`src/rtl/bellman_ford_relax_if.sv`:
```
// Purpose: groups the relaxation engine's start/source/matrix inputs and result outputs.
// Latency: none; wires only.
// Backpressure: none; adjmat must stay stable while relax_busy is high.
interface bellman_ford_relax_if #(
  parameter int NODES        = 4,
  parameter int WEIGHT_WIDTH = 15,
  parameter int PRED_WIDTH   = 7,
  parameter int VERT_WIDTH   = WEIGHT_WIDTH + PRED_WIDTH + 2
);
  logic                                          relax_start;
  logic [PRED_WIDTH:0]                           src;
  logic signed [NODES-1:0][NODES-1:0][WEIGHT_WIDTH:0] adjmat;
  logic [NODES-1:0][VERT_WIDTH-1:0]              vertmat;
  logic                                          relax_done;
  logic                                          relax_busy;

  modport master (
    output relax_start, src, adjmat,
    input  vertmat, relax_done, relax_busy
  );

  modport slave (
    input  relax_start, src, adjmat,
    output vertmat, relax_done, relax_busy
  );
endinterface

```
`src/rtl/bellman_ford_relax.sv`:
```
// Purpose: sequential Bellman-Ford edge relaxation over a NODES x NODES adjacency matrix.
// Latency: 3 cycles per edge; worst case 2 + 3*NODES*NODES*(NODES-1) cycles start-to-done.
// Backpressure: none; relax_start is ignored while busy, vertmat holds in DONE until restarted.
module bellman_ford_relax #(
  parameter int NODES        = 4,
  parameter int WEIGHT_WIDTH = 15,
  parameter int PRED_WIDTH   = 7,
  parameter int VERT_WIDTH   = WEIGHT_WIDTH + PRED_WIDTH + 2
) (
  input logic                 clk,
  input logic                 reset_n,
  bellman_ford_relax_if.slave bus
);

  localparam int IW  = (NODES > 1) ? $clog2(NODES) : 1;
  localparam int PSW = $clog2(NODES) + 1;

  localparam logic signed [WEIGHT_WIDTH:0]   INF     = (WEIGHT_WIDTH+1)'(2**WEIGHT_WIDTH - 1);
  localparam logic signed [WEIGHT_WIDTH+1:0] SUM_MIN = (WEIGHT_WIDTH+2)'(-(2**WEIGHT_WIDTH));
  localparam logic signed [WEIGHT_WIDTH+1:0] SUM_MAX = (WEIGHT_WIDTH+2)'(2**WEIGHT_WIDTH - 2);

  typedef enum logic [2:0] {
    IDLE  = 3'd0,
    INIT  = 3'd1,
    READ  = 3'd2,
    RELAX = 3'd3,
    NEXT  = 3'd4,
    DONE  = 3'd5
  } state_t;

  logic [1:0]                       rst_sync_q, rst_sync_d;
  logic                             rst_n_int;
  state_t                           state_q, state_d;
  logic [PRED_WIDTH:0]              s_q, s_d;
  logic [IW-1:0]                    i_q, i_d, j_q, j_d;
  logic [PSW-1:0]                   pass_q, pass_d;
  logic                             changed_q, changed_d;
  logic signed [WEIGHT_WIDTH:0]     svw_q, svw_d, dvw_q, dvw_d, e_q, e_d;
  logic [NODES-1:0][VERT_WIDTH-1:0] vert_q, vert_d;
  logic signed [WEIGHT_WIDTH+1:0]   sum_raw;
  logic signed [WEIGHT_WIDTH:0]     sum_sat;
  logic                             relax_hit;

  // Reset asserts immediately but releases two clean edges after reset_n rises.
  always_comb begin
    rst_sync_d = {rst_sync_q[0], 1'b1};
  end

  // Reset release synchronizer.
  always_ff @(posedge clk or negedge reset_n) begin
    if (!reset_n) rst_sync_q <= 2'b00;
    else          rst_sync_q <= rst_sync_d;
  end

  assign rst_n_int = rst_sync_q[1];

  // Candidate distance through vertex i, widened by one bit then clamped so it never equals INF.
  always_comb begin
    sum_raw = {svw_q[WEIGHT_WIDTH], svw_q} + {e_q[WEIGHT_WIDTH], e_q};
    sum_sat = sum_raw[WEIGHT_WIDTH:0];
    if (sum_raw < SUM_MIN)      sum_sat = SUM_MIN[WEIGHT_WIDTH:0];
    else if (sum_raw > SUM_MAX) sum_sat = SUM_MAX[WEIGHT_WIDTH:0];
    relax_hit = (e_q != '0) && (i_q != j_q) && (svw_q != INF) && (sum_sat < dvw_q);
  end

  // Next-state and datapath: one edge visited per READ/RELAX/NEXT triple, row-major.
  always_comb begin
    state_d   = state_q;
    s_d       = s_q;
    i_d       = i_q;
    j_d       = j_q;
    pass_d    = pass_q;
    changed_d = changed_q;
    svw_d     = svw_q;
    dvw_d     = dvw_q;
    e_d       = e_q;
    vert_d    = vert_q;
    case (state_q)
      IDLE, DONE: begin
        if (bus.relax_start) begin
          s_d     = bus.src;
          state_d = INIT;
        end
      end
      INIT: begin
        for (int k = 0; k < NODES; k++) begin
          vert_d[k] = {(PRED_WIDTH+1)'(k), INF};
          if (int'(s_q) == k) vert_d[k][WEIGHT_WIDTH:0] = '0;
        end
        i_d       = '0;
        j_d       = '0;
        pass_d    = '0;
        changed_d = 1'b0;
        state_d   = READ;
      end
      READ: begin
        svw_d   = vert_q[i_q][WEIGHT_WIDTH:0];
        dvw_d   = vert_q[j_q][WEIGHT_WIDTH:0];
        e_d     = bus.adjmat[i_q][j_q];
        state_d = RELAX;
      end
      RELAX: begin
        if (relax_hit) begin
          vert_d[j_q] = {(PRED_WIDTH+1)'(i_q), sum_sat};
          changed_d   = 1'b1;
        end
        state_d = NEXT;
      end
      NEXT: begin
        state_d = READ;
        if (int'(j_q) + 1 < NODES) begin
          j_d = j_q + 1'b1;
        end else if (int'(i_q) + 1 < NODES) begin
          i_d = i_q + 1'b1;
          j_d = '0;
        end else if (!changed_q || (int'(pass_q) + 1 == NODES - 1)) begin
          state_d = DONE;
        end else begin
          pass_d    = pass_q + 1'b1;
          i_d       = '0;
          j_d       = '0;
          changed_d = 1'b0;
        end
      end
      default: state_d = IDLE;
    endcase
  end

  // State and datapath registers.
  always_ff @(posedge clk or negedge rst_n_int) begin
    if (!rst_n_int) begin
      state_q   <= IDLE;
      s_q       <= '0;
      i_q       <= '0;
      j_q       <= '0;
      pass_q    <= '0;
      changed_q <= 1'b0;
      svw_q     <= '0;
      dvw_q     <= '0;
      e_q       <= '0;
      for (int k = 0; k < NODES; k++) vert_q[k] <= {(PRED_WIDTH+1)'(k), INF};
    end else begin
      state_q   <= state_d;
      s_q       <= s_d;
      i_q       <= i_d;
      j_q       <= j_d;
      pass_q    <= pass_d;
      changed_q <= changed_d;
      svw_q     <= svw_d;
      dvw_q     <= dvw_d;
      e_q       <= e_d;
      vert_q    <= vert_d;
    end
  end

  assign bus.vertmat    = vert_q;
  assign bus.relax_done = (state_q == DONE);
  assign bus.relax_busy = state_q inside {INIT, READ, RELAX, NEXT};

endmodule

```
`src/flat_wrapper.sv`:
```
// flat-port wrapper written by rule: the top's interface ports become plain ports
module bellman_ford_relax_flat 
#(
  parameter int NODES        = 4,
  parameter int WEIGHT_WIDTH = 15,
  parameter int PRED_WIDTH   = 7,
  parameter int VERT_WIDTH   = WEIGHT_WIDTH + PRED_WIDTH + 2
)
  (clk, reset_n, bus_relax_start, bus_src, bus_adjmat, bus_vertmat, bus_relax_done, bus_relax_busy);
  bellman_ford_relax_if #(.NODES(NODES), .WEIGHT_WIDTH(WEIGHT_WIDTH), .PRED_WIDTH(PRED_WIDTH), .VERT_WIDTH(VERT_WIDTH)) bus_i ();
  input logic clk;
  input logic reset_n;
  input wire logic [$bits(bus_i.relax_start)-1:0] bus_relax_start;
  input wire logic [$bits(bus_i.src)-1:0] bus_src;
  input wire logic [$bits(bus_i.adjmat)-1:0] bus_adjmat;
  output wire logic [$bits(bus_i.vertmat)-1:0] bus_vertmat;
  output wire logic [$bits(bus_i.relax_done)-1:0] bus_relax_done;
  output wire logic [$bits(bus_i.relax_busy)-1:0] bus_relax_busy;
  assign bus_i.relax_start = bus_relax_start;
  assign bus_i.src = bus_src;
  assign bus_i.adjmat = bus_adjmat;
  assign bus_vertmat = bus_i.vertmat;
  assign bus_relax_done = bus_i.relax_done;
  assign bus_relax_busy = bus_i.relax_busy;
  bellman_ford_relax #(.NODES(NODES), .WEIGHT_WIDTH(WEIGHT_WIDTH), .PRED_WIDTH(PRED_WIDTH), .VERT_WIDTH(VERT_WIDTH)) u_core (.clk(clk), .reset_n(reset_n), .bus(bus_i));
endmodule
```
`config.mk`:
```
export PLATFORM = sky130hd
export DESIGN_NAME = bellman_ford_relax_flat
export DESIGN_NICKNAME = d
export VERILOG_FILES = /design/src/rtl/bellman_ford_relax_if.sv /design/src/rtl/bellman_ford_relax.sv /design/src/flat_wrapper.sv
export SDC_FILE = /design/constraint.sdc
export NUM_CORES = 1
export LEC_CHECK = 0
export ABC_CLOCK_PERIOD_IN_PS = 12500
export CORE_MARGIN = 1
export CORE_UTILIZATION = 36
export CTS_BUF_LIST = sky130_fd_sc_hd__clkbuf_4 sky130_fd_sc_hd__clkbuf_8
export CTS_CLUSTER_DIAMETER = 150
export DETAILED_ROUTE_END_ITERATION = 10
export PLACE_DENSITY = 0.66
export SLEW_MARGIN = 15
export SYNTH_ARGS = -nofsm -noshare
export SYNTH_HDL_FRONTEND = slang
export SYNTH_SLANG_ARGS = --single-unit
```
`constraint.sdc`:
```
create_clock -name clk -period 12.5 [get_ports clk]
set_input_delay 2.5 -clock clk [delete_from_list [all_inputs] [get_ports clk]]
set_output_delay 2.5 -clock clk [all_outputs]
set_load 0.01 [all_outputs]
```
==> impl_metrics.py <==
metrics = {
    "synth": {
        "synth_edf_count": 0,
        "synthCells": 865,
        "mappedNetlistArea_um2": 10600,
        "avgSynthCellArea_um2": 12.3,
        "synth_cell_types": 74,
        "async_reset_ff_share_pct": 100,
        "seq_area_frac_synth_pct": 34.0,
        "ys_ff_latch": 141,
        "yosysWarnings": 0,
        "ys.flop_type": "dfrtp_1",
    },
    "timing": {
        "whs_ns": 0.357,
        "relSlewSlack_pct": 24.3,
        "hold_viol_final": 0,
        "period_needed_ns": 6.05,
        "drv_slew": 0,
        "finClkSkew_ns": 0.0201,
        "worstMarginPinSlew_ns": 1.13,
        "fin_tns_setup_ns": 0,
        "worst_slack_ns": 6.45,
        "setup_violations": 0,
        "min_period_over_period_pct": 48.4,
        "rsz0062_at_grt": "false",
        "timing.fmax_mhz": 165,
    },
    "power": {
        "power_switching_mw": 1.83,
        "p_seq_share_pct": 21.7,
        "power_frac_comb_pct": 68.2,
        "intPower_mw": 2.06,
        "power_density_nw_per_um2": 265,
        "clkPwrFrac_pct": 10.1,
        "vdd_drop_max_v": 0.000144,
        "swShare_pct": 46.9,
        "p_leak_nw": 5.41,
    },
    "finish": {
        "final_cell_mix": "clkdlybuf4s50_1, mux4_2, o21ai_0, dfrtp_1, mux2_2",
        "drive_gt1_share_pct": 28.6,
        "final_common_cell": "clkdlybuf4s50_1",
        "fin_nets": 1483,
        "area_growth_pct": 38.2,
    },
    "worst_setup_path": {
        "path_class": "reg2reg",
        "crit_fanout": 18,
        "cp-start-kind": "register",
        "endpoint_kind": "register",
        "worstPathRequired_ns": 12.88,
        "arrival_ns": 6.43,
    },
    "clock_network": {
        "post_cts_resize_count": 0,
        "post-cts-setup-buffers": 0,
        "numCtsBuffers": 17,
        "clock_latency_ns": 0.46,
        "clock_sinks": 141,
        "ctsRootBufferMaster": "clkbuf_8",
        "htree_levels": 4,
        "cts.clk_slew.worst_paths_ns": 0.09,
        "clockBufferDepth": 2,
        "tritoncts": "built",
        "cts-hold-fix-buffers": 0,
    },
    "global_routing": {
        "grt_pass1_wl_um": 57300,
        "globalRoute.totalOverflow": 0,
        "antenna_found_initial": 11,
        "grt_max_degree": 80,
        "grt_pass1_vias": 9209,
        "grt_util_all_layers_pct": 25.3,
    },
    "floorplanning": {
        "die_h_um": 174,
        "rows": 62,
        "boundaryPins": 365,
        "die_x_um": 174,
        "fp.dieArea_um2": 30200,
        "start_util_pct": 36.8,
        "core_area_um2": 28900,
    },
    "routing": {
        "drtPass1Iterations": 5,
        "dr_total_vias": 8911,
        "route.detailed.drc": 0,
        "wl_per_cell_um": 23.8,
        "ant_nets": 0,
        "vias_per_cell": 5.65,
        "initialDrtViolationCount": 757,
        "wl_um": 37500,
    },
    "worst_hold_path": {
        "hold_path_class": "reg2reg",
    },
    "placed_design": {
        "portBuffers": 340,
        "place_ws_ns": 6.53,
        "dp_hpwl_um": 29300,
        "gp_congestion": 0.945,
    },
    "run_status": {
        "outcome": "complete, no violations",
    },
    "run": {
        "max-cap-violations": 0,
    },
}
-- power groups by stage --
stage | Sequential (mW) | Combinational (mW) | Clock [mW]
6_report | 0.844 | 2.65 | 0.393
5_1_grt | 0.866 | 2.88 | 0.417
4_1_cts | 0.842 | 2.64 | 0.398
3_5_place_dp | 0.847 | 2.63 | 0
3_3_place_gp | 0.846 | 2.60 | 0
2_1_floorplan | 0.804 | 1.84 | 0
-- synthesized netlist by cell type (all sizes together), types with 4 or more instances --
master  number  area, µm²
ha          38        475
o21a         4       37.5
nand4        7       43.8
nand3       17       85.1
dfstp       64       1680
mux2       100       1230
a21o         8       60.1
o21ai      100        500
clkbuf      35        131
maj3         4       40.0
o211ai       8        120
inv         45        169
mux4       112       2520
nor2b        6       47.5
or4          4       33.8
xnor2       14        123
a32o         8       80.1
nor2        18       67.6
xor2         4       35.0
nor4         4       25.0
and3         5       31.3
a211oi       4       42.5
a32oi        5       43.8
nand2b       5       31.3
o22ai        4       25.0
dfrtp       77       1930
nor3         7       35.0
a21oi       20        104
nand2       52        198
a21boi       4       30.0
buf         43        292
-- stage by stage --
stage | cell area [µm²] | utilization (%) | total power [mW] | std cells
2_1_floorplan | 10700 | - | 2.64 | 888
3_3_place_gp | 14200 | 49.3 | 3.45 | 1542
3_5_place_dp | 14200 | 49.3 | 3.48 | 1542
4_1_cts | 14600 | 50.8 | 3.88 | 1574
5_1_grt | 14700 | 50.8 | 4.16 | 1575
6_report | 14700 | 50.8 | 3.89 | 1578
-- final cells by class --
cell class                 count  area [µm²]
tap                          384         480
clock inverter                13         166
inverter                      45         169
sequential                   141        3620
clock buffer                  19         249
timing repair buffer         348        3460
fill                        2539       14200
antenna                        4        10.0
multi-input combinational    624        6500
-- metal layers --
layer / wire, µm / up-vias / GRT usage (%)
li1: - / 3937 / -
met1: 16000 / 4544 / 33.2
met2: 17700 / 350 / 40.1
met3: 2740 / 66 / 7.50
met4: 957 / 14 / 8.55
met5: 85 / - / 0
-- flip-flops by register name, summed over array words and instances, names as in the netlist --
name / flops
u_core.bus.vertmat: 72
u_core.dvw_q: 16
u_core.e_q: 16
u_core.svw_q: 16
u_core.s_q: 8
u_core.pass_q: 3
u_core.state_q: 3
u_core.i_q: 2
u_core.j_q: 2
u_core.rst_sync_q: 2
u_core.changed_q: 1
-- cells by family after synthesis --
| family | count (synthesis) | share of synthesized area [%] |
|---|---|---|
| AO/OA/AOI/OAI | 190 | 11.9 |
| XOR/XNOR | 18 | 1.49 |
| adder cells (fa/ha/maj) | 43 | 5.05 |
| buffers and inverters | 123 | 5.58 |
| flip-flops | 141 | 34.0 |
| multiplexers | 212 | 35.4 |
| other | 2 | 0.0708 |
| AND/OR/NAND/NOR | 136 | 6.47 |
-- final timing paths --
| path | from | end | depth (start not counted) | slack, ns |
|---|---|---|---|---|
| worst max-delay path | u_core.svw_q[0] | u_core.bus.vertmat[33] | 21 | 6.45 |
| worst min-delay path | u_core.rst_sync_q[0] | u_core.rst_sync_q[1] | 0 | 0.36 |
| worst max register to register | u_core.svw_q[0] | u_core.bus.vertmat[33] | 21 | 6.45 |
| worst min register to register | u_core.rst_sync_q[0] | u_core.rst_sync_q[1] | 0 | 0.36 |
| max in group asynchronous | reset_n | u_core.rst_sync_q[1] | 1 | 10.17 |
| min in group asynchronous | u_core.rst_sync_q[1] | u_core.pass_q[1] | 0 | 0.43 |
-- critical path, cell delays in order (launching register included) --
cell	delay [ns]
dfrtp_1	0.39
ha_1	0.18
inv_1	0.05
fa_1	0.40
and2b_1	0.24
o211ai_2	0.12
o2bb2ai_1	0.21
a211o_1	0.35
nand4bb_1	0.22
or4_4	0.51
o31ai_1	0.43
nand2_1	0.24
o21ai_0	0.18
ha_1	0.29
nor2b_1	0.13
a2111oi_0	0.37
nand2_1	0.12
nand2b_1	0.17
o41ai_2	0.20
or4_1	0.38
o211ai_4	0.39
mux2_4	0.42
Power figures use the tool's default switching activity.
